**config.mk**
```make
export PLATFORM = sky130hd
export DESIGN_NAME = imm_extend_pipe
export DESIGN_NICKNAME = d
export VERILOG_FILES = /design/src/rtl/imm_extend_pipe.sv
export SDC_FILE = /design/constraint.sdc
export NUM_CORES = 1
export LEC_CHECK = 0
export CORE_MARGIN = 1.5
export CORE_UTILIZATION = 30
export CTS_CLUSTER_SIZE = 25
export DETAILED_ROUTE_END_ITERATION = 10
export GPL_ROUTABILITY_DRIVEN = 0
export GPL_TIMING_DRIVEN = 1
export HOLD_SLACK_MARGIN = 0.12
export PLACE_DENSITY_LB_ADDON = 0.2
export SLEW_MARGIN = 5
export SYNTH_ARGS = -nofsm -noshare
export SYNTH_HDL_FRONTEND = slang
export SYNTH_SLANG_ARGS = --single-unit
```
**constraint.sdc**
```tcl
create_clock -name clk -period 3.7 [get_ports clk]
set_clock_uncertainty 0.15 [all_clocks]
set_input_delay 0.74 -clock clk [delete_from_list [all_inputs] [get_ports clk]]
set_output_delay 0.74 -clock clk [all_outputs]
set_load 0.05 [all_outputs]
```
**src/rtl/imm_extend_pipe.sv**
```systemverilog
// Registered IN_W->OUT_W immediate extender (sign/zero/shifted/upper) behind a valid/ready stage with a one-entry skid buffer.
// Optional overflow flag for the shifted mode is enabled by defining IMMEXT_OVF_EN.
module imm_extend_pipe #(
    parameter int IN_W  = 12,
    parameter int OUT_W = 16,
    parameter int SHIFT = 1
) (
    input  logic             clk,
    input  logic             rst,
    input  logic             in_valid,
    output logic             in_ready,
    input  logic [IN_W-1:0]  in_imm,
    input  logic [1:0]       in_mode,
    output logic             out_valid,
    input  logic             out_ready,
    output logic [OUT_W-1:0] out_imm
`ifdef IMMEXT_OVF_EN
    ,
    output logic             out_ovf
`endif
);

    typedef enum logic [1:0] {
        MODE_SEXT  = 2'd0,
        MODE_ZEXT  = 2'd1,
        MODE_SHL   = 2'd2,
        MODE_UPPER = 2'd3
    } mode_e;

    logic [OUT_W-1:0] w_sext;
    logic [OUT_W-1:0] w_zext;
    logic [OUT_W-1:0] w_shl;
    logic [OUT_W-1:0] w_upper;
    logic [OUT_W-1:0] w_ext;
    logic             w_in_fire;
    logic             w_main_free;

    logic             r_out_valid;
    logic [OUT_W-1:0] r_out_imm;
    logic             r_skid_valid;
    logic [OUT_W-1:0] r_skid_imm;

    assign w_sext  = OUT_W'($signed(in_imm));
    assign w_zext  = OUT_W'(in_imm);
    assign w_shl   = w_sext << SHIFT;
    assign w_upper = OUT_W'(in_imm) << (OUT_W - IN_W);

    always_comb begin
        w_ext = w_sext;
        case (mode_e'(in_mode))
            MODE_SEXT:  w_ext = w_sext;
            MODE_ZEXT:  w_ext = w_zext;
            MODE_SHL:   w_ext = w_shl;
            MODE_UPPER: w_ext = w_upper;
            default:    w_ext = w_sext;
        endcase
    end

`ifdef IMMEXT_OVF_EN
    logic w_ovf;
    logic r_out_ovf;
    logic r_skid_ovf;

    // The shifted value fits only if every bit pushed off the top matches the new sign bit.
    always_comb begin
        w_ovf = 1'b0;
        if (mode_e'(in_mode) == MODE_SHL) begin
            for (int i = 0; i < SHIFT; i++) begin
                if (w_sext[OUT_W-1-i] != w_shl[OUT_W-1])
                    w_ovf = 1'b1;
            end
        end
    end

    assign out_ovf = r_out_ovf;
`endif

    assign in_ready    = !r_skid_valid;
    assign w_in_fire   = in_valid && !r_skid_valid;
    assign w_main_free = !r_out_valid || out_ready;

    // Main refills from skid first to keep FIFO order; skid only fills while main is stalled.
    always_ff @(posedge clk) begin
        if (rst) begin
            r_out_valid  <= 1'b0;
            r_out_imm    <= '0;
            r_skid_valid <= 1'b0;
            r_skid_imm   <= '0;
`ifdef IMMEXT_OVF_EN
            r_out_ovf    <= 1'b0;
            r_skid_ovf   <= 1'b0;
`endif
        end else if (w_main_free) begin
            if (r_skid_valid) begin
                r_out_valid  <= 1'b1;
                r_out_imm    <= r_skid_imm;
                r_skid_valid <= 1'b0;
`ifdef IMMEXT_OVF_EN
                r_out_ovf    <= r_skid_ovf;
`endif
            end else begin
                r_out_valid <= w_in_fire;
                if (w_in_fire) begin
                    r_out_imm <= w_ext;
`ifdef IMMEXT_OVF_EN
                    r_out_ovf <= w_ovf;
`endif
                end
            end
        end else if (w_in_fire) begin
            r_skid_valid <= 1'b1;
            r_skid_imm   <= w_ext;
`ifdef IMMEXT_OVF_EN
            r_skid_ovf   <= w_ovf;
`endif
        end
    end

    assign out_valid = r_out_valid;
    assign out_imm   = r_out_imm;

endmodule

```
**Yosys cells after proc, flatten, opt, wreduce, memory -nomap -nowiden**

Cells that the tools add are included.

- Register bits after elaboration: 34
- Input bits: 18
- Output and inout bits: 18
- Word-level logic and storage cells: 21

- Equality and inequality tests: 3
- Multiplexer cells: 4
- Bitwise operators: 1
- Reductions and logical operators: 9

Operators by type and width:

| cell | number |
|---|---|
| 16-bit case mux with 4 select lines | 1 |
| 16-bit 2-to-1 mux | 2 |
| 2-bit == test (second input constant) | 2 |
| 2-bit AND reduction | 2 |
| 2-bit by 1-bit == test with 1-bit output (second input constant) | 1 |
| 1-bit zero test | 2 |
| 2-bit zero test | 1 |
| 2-bit nonzero test | 1 |
| 2-bit OR reduction | 1 |
| 1-bit logical AND | 1 |
| 1-bit logical OR | 1 |
| 1-bit 2-to-1 mux | 1 |
| 1-bit inverter | 1 |

**Logic depth before layout (Yosys ltp)**

Gate-level depths: netlist of run 1.

- Depth in word-level cells: 4
- Mapped depth: 5
- Depth with buffers taken out: 3

**Worst setup path before layout of run 1**

No wires, ideal clock.

- Path type: input port to flip-flop
- Start: input port in_mode[1]
- End: register r_out_imm[11] (netlist: out_imm[11])
- Setup time: 0.136 ns
- Arrival: 1.546 ns
- Data required time: 3.414 ns
- Slack: 1.869 ns
- Cell stages on the path: 4
- Path buffers: 1
- Cell sequence: buf_2 -> or4b_1 -> o221ai_2 -> a211oi_2

- Longest elaborated chain between the ends: 4
- Elaborated cells between the ends (all ways): 7
- Those cells by class: eq/ne: 3; mux: 3; reduce/logical: 1

Ends and longest elaborated chain:

| item | RTL line | text |
|---|---|---|
| from (decl) | 13 | `input logic [1:0] in_mode,` |
| 2-bit == test (tied with other cells) | 50 | `case (mode_e'(in_mode))` |
| 16-bit case mux with 4 select lines * | 50 |  |
| 16-bit 2-to-1 mux * | 103 | `if (w_in_fire) begin` |
| 16-bit 2-to-1 mux * | 94 | `if (r_skid_valid) begin` |
| to (signal assigned) | 96 | `r_out_imm <= r_skid_imm;` |
| to (signal assigned) | 104 | `r_out_imm <= w_ext;` |
| to (decl) | 39 | `logic [OUT_W-1:0] r_out_imm;` |

Mark *: on every way between the ends. The rest lies on a longest branch, timed or not. The select of a mux whose other input is x is not followed.
A chain may end at the register's enable or synchronous reset.

**Final worst setup path of run 1**

- Start: register r_skid_valid
- End: output port in_ready

- Longest elaborated chain between the ends: 1

Ends and longest elaborated chain:

| item | RTL line | text |
|---|---|---|
| from (decl) | 40 | `logic r_skid_valid;` |
| from (signal assigned) | 87 | `r_skid_valid <= 1'b0;` |
| from (signal assigned) | 97 | `r_skid_valid <= 1'b0;` |
| from (signal assigned) | 111 | `r_skid_valid <= 1'b1;` |
| 1-bit zero test | 78 | `assign in_ready = !r_skid_valid;` |
| to (decl) | 11 | `output logic in_ready,` |

No other way between the ends.

==> results of run 1 <==
final timing paths:
| kind | from | to | slack [ps] | cells past startpoint |
|---|---|---|---|---|
| min reg2reg | r_skid_imm[15]$_SDFFE_PP0P_ | r_skid_imm[15]$_SDFFE_PP0P_ | 310 | 2 |
| max | r_skid_valid$_SDFFE_PP0N_ | in_ready | 1070 | 2 |
| max reg2reg | r_skid_valid$_SDFFE_PP0N_ | out_imm[2]$_SDFFE_PP0P_ | 2060 | 4 |
| min | r_skid_imm[15]$_SDFFE_PP0P_ | r_skid_imm[15]$_SDFFE_PP0P_ | 310 | 2 |
worst register-to-register path, cell delays in order, from the launching register on:
cell and delay (ps):
dfxtp_1 350, buf_4 260, or2_4 270, nand2_2 160
o41ai_1 360
cells by family (layout without fill, tap and decap cells):
family | Yosys count | after routing | synth area share, %
simple gates | 63 | 63 | 22.4
mux | 16 | 16 | 9.19
flops | 34 | 34 | 36.0
buf+inv | 22 | 52 | 7.27
compound gates | 64 | 64 | 25.1
where the power goes:
part	switching (uW)	leakage, uW	total [uW]	internal [uW]
clock network	139	0.0000482	289	150
registers	11.9	0.000278	399	387
logic	134	0.000485	223	89.7
final cells by class:
class,instances,area (um^2)
tap,75,93.8
multi-input combinational,143,1070
timing repair buffer,43,410
sequential,34,681
inverter,1,3.75
fill,612,3640
clock inverter,1,5.00
clock buffer,7,86.3
synth_stat cells, drive strengths merged:
master	count	area share (%)
or2	1	0.46
nand4bb	1	0.60
nor2b	12	4.8
nand2	4	0.93
dfxtp	34	36
clkbuf	6	1.2
nand3b	10	4.2
nor2	14	3.2
o221ai	8	4.0
or4b	8	4.2
o41ai	6	3.2
nand2b	2	0.66
a211oi	15	6.2
nand3	2	0.53
and4bb	1	0.66
nor3b	1	0.40
inv	1	0.20
a311oi	7	3.2
o31ai	8	3.2
buf	15	5.9
mux2	8	5.0
nor3	7	1.9
a21oi	14	3.7
o21ai	6	1.6
mux2i	8	4.2
sequential cells by signal, indices dropped and copies added, names as in the netlist:
name and count:
r_skid_valid 1, out_valid 1, out_imm 16, r_skid_imm 16
per-layer routing:
layer  up-vias  wire (um)
met4         0         82
met3        11        269
met5         -          0
li1        831          -
met2        43       2210
met1       775       2580
per-stage QoR:
step / area [um^2] / setup WS [ps] / total power (uW) / hold slack, ps / instances
after detailed placement: 2260 / 931 / 630 / 300 / 296
final: 2350 / 1070 / 911 / 307 / 304
after CTS: 2350 / 1060 / 923 / 310 / 304
after global placement: 2260 / 951 / 630 / 293 / 296
after floorplan: 1890 / 1870 / 555 / 286 / 199
after global routing: 2350 / 1010 / 955 / 327 / 304
==> results_dict.tcl, run 1 <==
set metrics [dict create \
    drv_cap 0 \
    finalHoldViolations 0 \
    start_kind "register" \
    ant_nets 0 \
    insertion_delay_ps 290 \
    area_delta_synth_final_pct 24.4 \
    initial_core_util_pct 31.6 \
    peakVddDrop_uv 166 \
    cellLeakagePower_uw 0.000812 \
    endpoint_kind "primary output" \
    cts_tree "yes" \
    met1_usage_pct 24.9 \
    htree_levels 2 \
    drc 0 \
    cp_slowest_stage_delay_ps 870 \
    fp-row-count 28 \
    outcome "complete, no violations" \
    drtPass1Iterations 4 \
    vias 1660 \
    drt_iter0_markers 110 \
    grt_max_degree 25 \
    period_needed_ps 2640 \
    hold_buffers 0 \
    utilization_pct 39.3 \
    core-area_um2 5990 \
    grt-ovfl-total 0 \
    syn_area_per_cell_um2 9.51 \
    via_per_inst 5.46 \
    place_hpwl_um 3510 \
    arrival_ps 1750 \
    clk_path_buf_depth 2 \
    grt.busiest_layer "met1" \
    post-route-period-util_pct 71.2 \
    synth.net_count 217 \
    fmax_mhz 380 \
    worst_slew_pin_slew_ps 824 \
    fin_nets 246 \
    setup_viol 0 \
    port_buffers 35 \
    diodes 0 \
    rsz0062_at_grt "false" \
    wire_per_inst_um 16.9 \
    slew_violations 0 \
    fp.dieH_um 82.4 \
    grt_util_met2_pct 22.6 \
    most-common-layout-cells "clkdlybuf4s50_1, dfxtp_1, a211oi_1, a21oi_1, nor2_1" \
    grt_pass1_vias 1571 \
    cts_root_buf "clkbuf_8" \
    grtUsageMet3_pct 4.73 \
    grt_usage_pct 16.7 \
    cts_num_sinks 34 \
    worst-path-max-fanout 16 \
    postCtsSetupBuffers 0 \
    path_cells "inv_2 -> clkdlybuf4s50_1" \
    cp.required_ps 2810 \
    hold_path.class "reg -> reg" \
    max-slew-margin-rel_pct 44.9 \
    drive_gt1_share_pct 14.8 \
    mostFrequentLayoutCell "clkdlybuf4s50_1" \
    synth_cell_type_count 37 \
    synth_cells 199 \
    cts_buffers 5 \
    cp_slowest_cell "clkdlybuf4s50_1" \
    ys_ff_latch 34 \
    fp.dieW_um 82.4 \
    ctsResizeCount 0 \
    netlist_area_um2 1890 \
    cp_top_family "buffers and inverters" \
    die_area_um2 6790 \
    pin_count 36 \
    drt_wl_total_um 5150 \
    grt_pass1_wl_um 8400 \
    yosysWarnings 0 \
    antenna_found_initial 0 \
    fin_tns_setup_ps 0 \
    crit_type "reg -> out" \
    yosysSeqAreaShare_pct 36.0 \
    power_density_nw_per_um2 387 \
    path_buf_inv 2 \
    path_clk_slew_ps 70 \
]
No activity file was read; power rests on OpenSTA's default activity.
==> inputs of run 2 (changes only) <==
==> constraint.sdc (replaced) <==
create_clock -name clk -period 2.61 [get_ports clk]
set_clock_uncertainty 0.15 [all_clocks]
set_input_delay 0.522 -clock clk [delete_from_list [all_inputs] [get_ports clk]]
set_output_delay 0.522 -clock clk [all_outputs]
set_load 0.05 [all_outputs]
==> run 2 against run 1 <==
Sequential share of layout area is 0.36 points lower. Flip-flop and latch count is the same. Die area stayed put. Clock power up 43%. Clock-buffer cell count is the same. Final area grew 1.3%. Global-route usage down 0.18 points. Non-clock buffer count rose by 1. Critical path type unchanged.
==> results_dict.tcl, run 2 (synthesized netlist as in run 1, its figures left out) <==
set metrics [dict create \
    outcome "complete, no violations" \
    grt_pass1_vias 1560 \
    fin_ws_ps 446 \
    htree_levels 2 \
    rr_startpoint "r_skid_valid$_SDFFE_PP0N_" \
    power.switching_uw 405 \
    postCtsSetupBuffers 0 \
    power_density_nw_per_um2 545 \
    die_area_um2 6790 \
    fmax_mhz 462 \
    worst_slew_pin_slew_ps 507 \
    wire_per_inst_um 16.6 \
    dp_slack_ps 257 \
    cts_tree "yes" \
    drt_iter0_markers 87 \
    initial_core_util_pct 31.6 \
    insertion_delay_ps 290 \
    port_buffers 35 \
    via_per_inst 5.43 \
    place_inst 297 \
    fin_tns_setup_ps 0 \
    fp-row-count 28 \
    rsz0062_at_grt "false" \
    crit_type "reg -> out" \
    startpoint "out_valid$_SDFFE_PP0P_" \
    hold_path.class "reg -> reg" \
    arrival_ps 1490 \
    internal_power_uw 893 \
    hold_buffers 0 \
    drc 0 \
    post-route-period-util_pct 82.9 \
    cts_num_sinks 34 \
    antenna_found_initial 0 \
    drive_gt1_share_pct 15.7 \
    cts_buffers 5 \
    vias 1657 \
    worstHoldStart "r_skid_imm[15]$_SDFFE_PP0P_" \
    fin_nets 247 \
    path_cells "clkdlybuf4s50_1" \
    p_comb_share_pct 24.6 \
    cts_root_buf "clkbuf_8" \
    fp.dieW_um 82.4 \
    seqPwrFrac_pct 43.6 \
    cp_slowest_cell "clkdlybuf4s50_1" \
    endpoint_kind "primary output" \
    path_clk_slew_ps 70 \
    setup_viol 0 \
    cellLeakagePower_uw 0.000826 \
    finalHoldViolations 0 \
    fp.dieH_um 82.4 \
    place_hpwl_um 3410 \
    grt_usage_pct 16.6 \
    fin_cells 305 \
    cp.required_ps 1940 \
    grt_pass1_wl_um 8350 \
    pin_count 36 \
    most-common-layout-cells "clkdlybuf4s50_1, dfxtp_1, a211oi_1, a21oi_1, nor2_1" \
    cp_top_family "buffers and inverters" \
    period_needed_ps 2160 \
    ant_nets 0 \
    ctsResizeCount 0 \
    swShare_pct 31.2 \
    diodes 0 \
    drt_wl_total_um 5060 \
    path_buf_inv 1 \
    fillers 621 \
    cp_slowest_stage_delay_ps 820 \
    max-slew-margin-rel_pct 66.1 \
    drtPass1Iterations 4 \
    area_delta_synth_final_pct 26.0 \
    grt_max_degree 49 \
    start_kind "register" \
    p_clk_share_pct 31.8 \
    clk_path_buf_depth 2 \
    core-area_um2 5990 \
    slew_violations 0 \
    worst-path-max-fanout 5 \
    drv_cap 0 \
    peakVddDrop_uv 222 \
    grt-ovfl-total 0 \
]
==> run 2: stage by stage <==
stage / cell area (um^2) / hold WS, ps / power (uW) / utilization [%]
after floorplan: 1890 / 286 / 787 / -
after global routing: 2380 / 346 / 1370 / 39.8
final: 2380 / 309 / 1300 / 39.8
after CTS: 2380 / 310 / 1310 / 39.8
after detailed placement: 2290 / 300 / 899 / 38.3
after global placement: 2290 / 295 / 898 / 38.3
==> run 2: power by group through the flow <==
stage | registers [uW] | clock network, uW | logic, uW
finish | 565 | 413 | 319
global route | 569 | 456 | 344
detailed placement | 578 | 0 | 321
CTS | 566 | 428 | 322
floorplan | 647 | 0 | 141
global placement | 577 | 0 | 321
==> run 2: metal layers <==
| metal | part of all wire (%) | vias up | track usage (%) |
|---|---|---|---|
| met2 | 44 | 37 | 24.0 |
| li1 | - | 834 | - |
| met5 | 0 | - | 0 |
| met1 | 51 | 781 | 24.2 |
| met3 | 4.1 | 5 | 3.30 |
| met4 | 1.2 | 0 | 5.59 |
==> run 2: area by class of cell <==
type,instances,area [um^2],share of cell area [%]
multi-input cells,143,1070,45.0
flip-flops and latches,34,681,28.6
repair buffers,44,440,18.5
well taps,75,93.8,3.94
clock buffers,7,86.3,3.62
clock inverters,1,5.00,0.210
inverters,1,3.75,0.157
==> run 2: worst paths after layout <==
check        slack (ps)  cells past startpoint                     endpoint
max                 450                      1                    out_valid
min                 310                      2  r_skid_imm[15]$_SDFFE_PP0P_
max reg2reg         880                      5  r_skid_imm[14]$_SDFFE_PP0P_
min reg2reg         310                      2  r_skid_imm[15]$_SDFFE_PP0P_
==> inputs of run 3 (changes only) <==
==> constraint.sdc (replaced) <==
create_clock -name clk -period 1.79 [get_ports clk]
set_clock_uncertainty 0.15 [all_clocks]
set_input_delay 0.358 -clock clk [delete_from_list [all_inputs] [get_ports clk]]
set_output_delay 0.358 -clock clk [all_outputs]
set_load 0.05 [all_outputs]
==> run 3 against run 2 <==
Total power up 55%. Final cell count increased by 4.6%. Global-route usage shrank 0.35 points. First-iteration DRC count decreased by 29%. Via count increased by 1.9%. Final area rose by 4.6%. Clock-buffer cell count decreased by 2.
==> results_dict.tcl, run 3 (synthesized netlist as in run 1, its figures left out) <==
set metrics [dict create \
    insertion_delay_ps 280 \
    internal_power_uw 1410 \
    fp.dieW_um 82.4 \
    cp.required_ps 1810 \
    peakVddDrop_uv 324 \
    most-common-layout-cells "buf_4, dfxtp_1, clkdlybuf4s50_1, a211oi_1, a21oi_1" \
    cts_root_buf "clkbuf_8" \
    place_hpwl_um 3580 \
    mostFrequentLayoutCell "buf_4" \
    drtPass1Iterations 4 \
    finalHoldViolations 0 \
    cts_num_sinks 34 \
    max-slew-margin-rel_pct 78.8 \
    hold_path.class "reg -> reg" \
    rr_startpoint "r_skid_valid$_SDFFE_PP0N_" \
    utilization_pct 41.6 \
    via_per_inst 5.29 \
    initial_core_util_pct 31.6 \
    grt_pass1_wl_um 8220 \
    core-area_um2 5990 \
    drt_iter0_markers 62 \
    cts_tree "yes" \
    hold_slack_ps 308 \
    drv_cap 0 \
    p_clk_share_pct 34.9 \
    startpoint "in_mode[0]" \
    p_comb_share_pct 24.1 \
    power.switching_uw 593 \
    cp_slowest_stage_delay_ps 450 \
    arrival_ps 1740 \
    grt_max_degree 30 \
    postCtsSetupBuffers 0 \
    rsz0062_at_grt "false" \
    grt_usage_pct 16.2 \
    path_cells "clkdlybuf4s50_1 -> buf_4 -> mux2_2 -> o221ai_1 -> a211oi_1" \
    hold_buffers 0 \
    post-route-period-util_pct 96.5 \
    die_area_um2 6790 \
    cp_slowest_cell "clkdlybuf4s50_1" \
    period_needed_ps 1730 \
    fmax_mhz 579 \
    drc 0 \
    slew_violations 0 \
    cts_buffers 5 \
    drt_wl_total_um 4930 \
    pin_count 36 \
    swShare_pct 29.5 \
    endpoint_kind "register" \
    grt-ovfl-total 0 \
    drive_gt1_share_pct 28.3 \
    fp.dieH_um 82.4 \
    area_delta_synth_final_pct 31.7 \
    port_buffers 35 \
    cellLeakagePower_uw 0.000942 \
    htree_levels 2 \
    seqPwrFrac_pct 41.1 \
    diodes 0 \
    worst-path-max-fanout 10 \
    fin_nets 261 \
    start_kind "primary input" \
    grt_pass1_vias 1617 \
    wire_per_inst_um 15.5 \
    ant_nets 0 \
    power_density_nw_per_um2 805 \
    clk_path_buf_depth 2 \
    outcome "complete, no violations" \
    fp-row-count 28 \
    vias 1688 \
    crit_type "in -> reg" \
    path_clk_slew_ps 80 \
    setup_viol 0 \
    worstHoldStart "r_skid_imm[0]$_SDFFE_PP0P_" \
    antenna_found_initial 0 \
    worst_slew_pin_slew_ps 313 \
]
==> run 3: layout make-up <==
class                   instances  area (um^2)
repair buffers                 58          528
inverters                       1         6.26
clock inverters                 3         40.0
flip-flops and latches         34          682
multi-input cells             143         1070
clock buffers                   5         68.8
well taps                      75         93.8
fillers                       619         3500
==> run 3: what timing repair did <==
item	CTS	global route
cloned	0	0
pin swaps	0	0
gates resized for setup	1	2
endpoints found under the setup margin	1	1
==> run 3: final timing paths <==
path                           endpoint  slack, ps  depth (start not counted)
min reg2reg  r_skid_imm[0]$_SDFFE_PP0P_        310                          2
min          r_skid_imm[0]$_SDFFE_PP0P_        310                          2
max             out_imm[8]$_SDFFE_PP0P_         60                          5
max reg2reg    out_imm[10]$_SDFFE_PP0P_        300                          3
==> run 3: worst max-delay path: cells and delay by family <==
| family | cells | cell delay [ps] |
|---|---|---|
| buffers and inverters | 2 | 630 |
| multiplexers | 1 | 360 |
| AO/OA/AOI/OAI | 2 | 400 |
==> run 3: through the flow <==
step | total power (uW) | worst slack [ps] | instances | area, um^2 | setup TNS (ps)
2_1_floorplan | 1150 | 185 | 199 | 1890 | 0
3_3_place_gp | 1330 | -241 | 311 | 2380 | -3830
3_5_place_dp | 1330 | -237 | 311 | 2380 | -4460
4_1_cts | 2040 | 11.6 | 319 | 2490 | 0
5_1_grt | 2110 | 0.548 | 319 | 2490 | 0
6_report | 2010 | 63.3 | 319 | 2490 | 0
==> run 3: power groups by stage <==
stage	Combinational, uW	Clock, uW	Sequential, uW
final	483	699	825
after global routing	521	757	831
after CTS	486	729	825
after detailed placement	486	0	842
after global placement	484	0	841
after floorplan	205	0	943
==> run 3: per-layer routing <==
| layer | global-route usage, % | up-vias | wire, um |
|---|---|---|---|
| met3 | 3.63 | 6 | 211 |
| met1 | 23.5 | 791 | 2590 |
| met4 | 5.08 | 0 | 51 |
| li1 | - | 855 | - |
| met5 | 0 | - | 0 |
| met2 | 23.6 | 36 | 2080 |
==> RTL edit (flow settings as in run 3) <==
The parameter `OUT_W` goes from 16 to 32.
--- a/src/rtl/imm_extend_pipe.sv
+++ b/src/rtl/imm_extend_pipe.sv
@@ -2,7 +2,7 @@
 // Optional overflow flag for the shifted mode is enabled by defining IMMEXT_OVF_EN.
 module imm_extend_pipe #(
     parameter int IN_W  = 12,
-    parameter int OUT_W = 16,
+    parameter int OUT_W = 32,
     parameter int SHIFT = 1
 ) (
     input  logic             clk,
Interface: changed (resized out_imm); port bits go from 36 to 52. The function was not compared with the original's and may differ.
==> RTL edit against run 3 <==
  * Wire length is 42% higher
  * Final area is 38% higher
  * Sequential power is 52% higher
  * Setup slack better by 0.0053 ns
  * Total power is 34% higher
  * Synthesized cell count is 41% higher
  * Sequential share of layout area is 2.8 points higher
  * Critical path depth stayed put
  * Synthesized area is 33% higher
  * First-iteration DRC count is 130% higher
  * Sequential cell count is 18 higher
  * Critical path type unchanged
  * Critical endpoint is now out_imm[24]
  * Largest power group unchanged
==> RTL edit: results (changes against run 3) <==
grtUsageMet1_pct: 23.5  # +0.089 points
cp.arrival_ns: 1.76  # +0.02 ns
power_mw: 2.69  # +34%
grt_pass1_vias: 2171  # +34%
status: "finished, final reports clean"
min_from: "r_skid_imm[31]"
grt_use_met3_pct: 2.74  # -0.89 points
wl_um: 7000  # +42%
cpPeakStageDelay_ns: 0.54  # +0.09 ns
clkCellAreaFrac_pct: 2.61  # -1.8 points
nFillCells: 844  # +36%
vias: 2304  # +36%
hpwl_um: 4750  # +33%
min_to: "r_skid_imm[31]"
synth_common_cells: "dfxtp_1 (52), a21oi_1 (41), o21ai_0 (21), nand2_1 (18), buf_4 (16)"
nets: 359  # +38%
reg2reg_from: "r_skid_valid"
synthesis.nets: 298  # +37%
seq_area_mm2: 0.00104  # +53%
nonClockInverterCount: 13  # +12
syn_inst: 280  # +41%
grt_max_degree: 37  # +23%
synth_compound_area_share_pct: 33.5  # +8.4 points
muxShareOfSynthArea_pct: 0  # -9.2 points
worstSetupStartpoint: "in_mode[1]"
comb_power_mw: 0.731  # +51%
clkPwrFrac_pct: 26.2  # -8.7 points
cts_resized: 0  # -1
wl_per_cell_um: 15.7  # +1.2%
reg2reg_depth: 4  # +1
p_leak_nw: 1.34  # +43%
buf_share_pct: 27.5  # +6.3 points
max-vdd-ir-drop_uv: 301  # -7.0%
synth_cell_types: 35  # -5.4%
met2_usage_pct: 24.9  # +1.4 points
drt_iter0_markers: 142  # +130%
clock_latency_ns: 0.31  # +0.03 ns
drive_gt1_share_pct: 25.7  # -2.5 points
synthTopCellsByArea: "dfxtp_1 (41%), a21oi_1 (8.2%), buf_4 (4.8%)"
==> RTL edit: cell types whose count changed after synthesis, sizes merged, moves of 9 or more <==
| cell | change |
|---|---|
| o21ai | +16 |
| dfxtp | +18 |
| nand2b | +10 |
| nand3b | -9 |
| o2111ai | +11 |
| a32o | +11 |
| a211o | +11 |
| nand2 | +14 |
| nor2 | -11 |
| inv | +12 |
| o32ai | +11 |
| buf | +16 |
| a21oi | +28 |
==> RTL edit: stage by stage <==
stage	setup WS, ns	utilization [%]	TNS (ns)	hold WS, ns
final	0.0686	42.2	0	0.309
after global routing	0.0114	42.2	0	0.329
after CTS	0.0764	42.2	0	0.311
after detailed placement	-0.246	41.1	-6.38	0.296
after global placement	-0.235	41.1	-5.98	0.291
after floorplan	0.221	-	0	0.286
==> RTL edit: per-layer routing <==
layer,up-vias,share of wire (%)
met2,51,44
met3,7,3.9
li1,1148,-
met1,1098,51
met4,0,0.84
met5,-,0
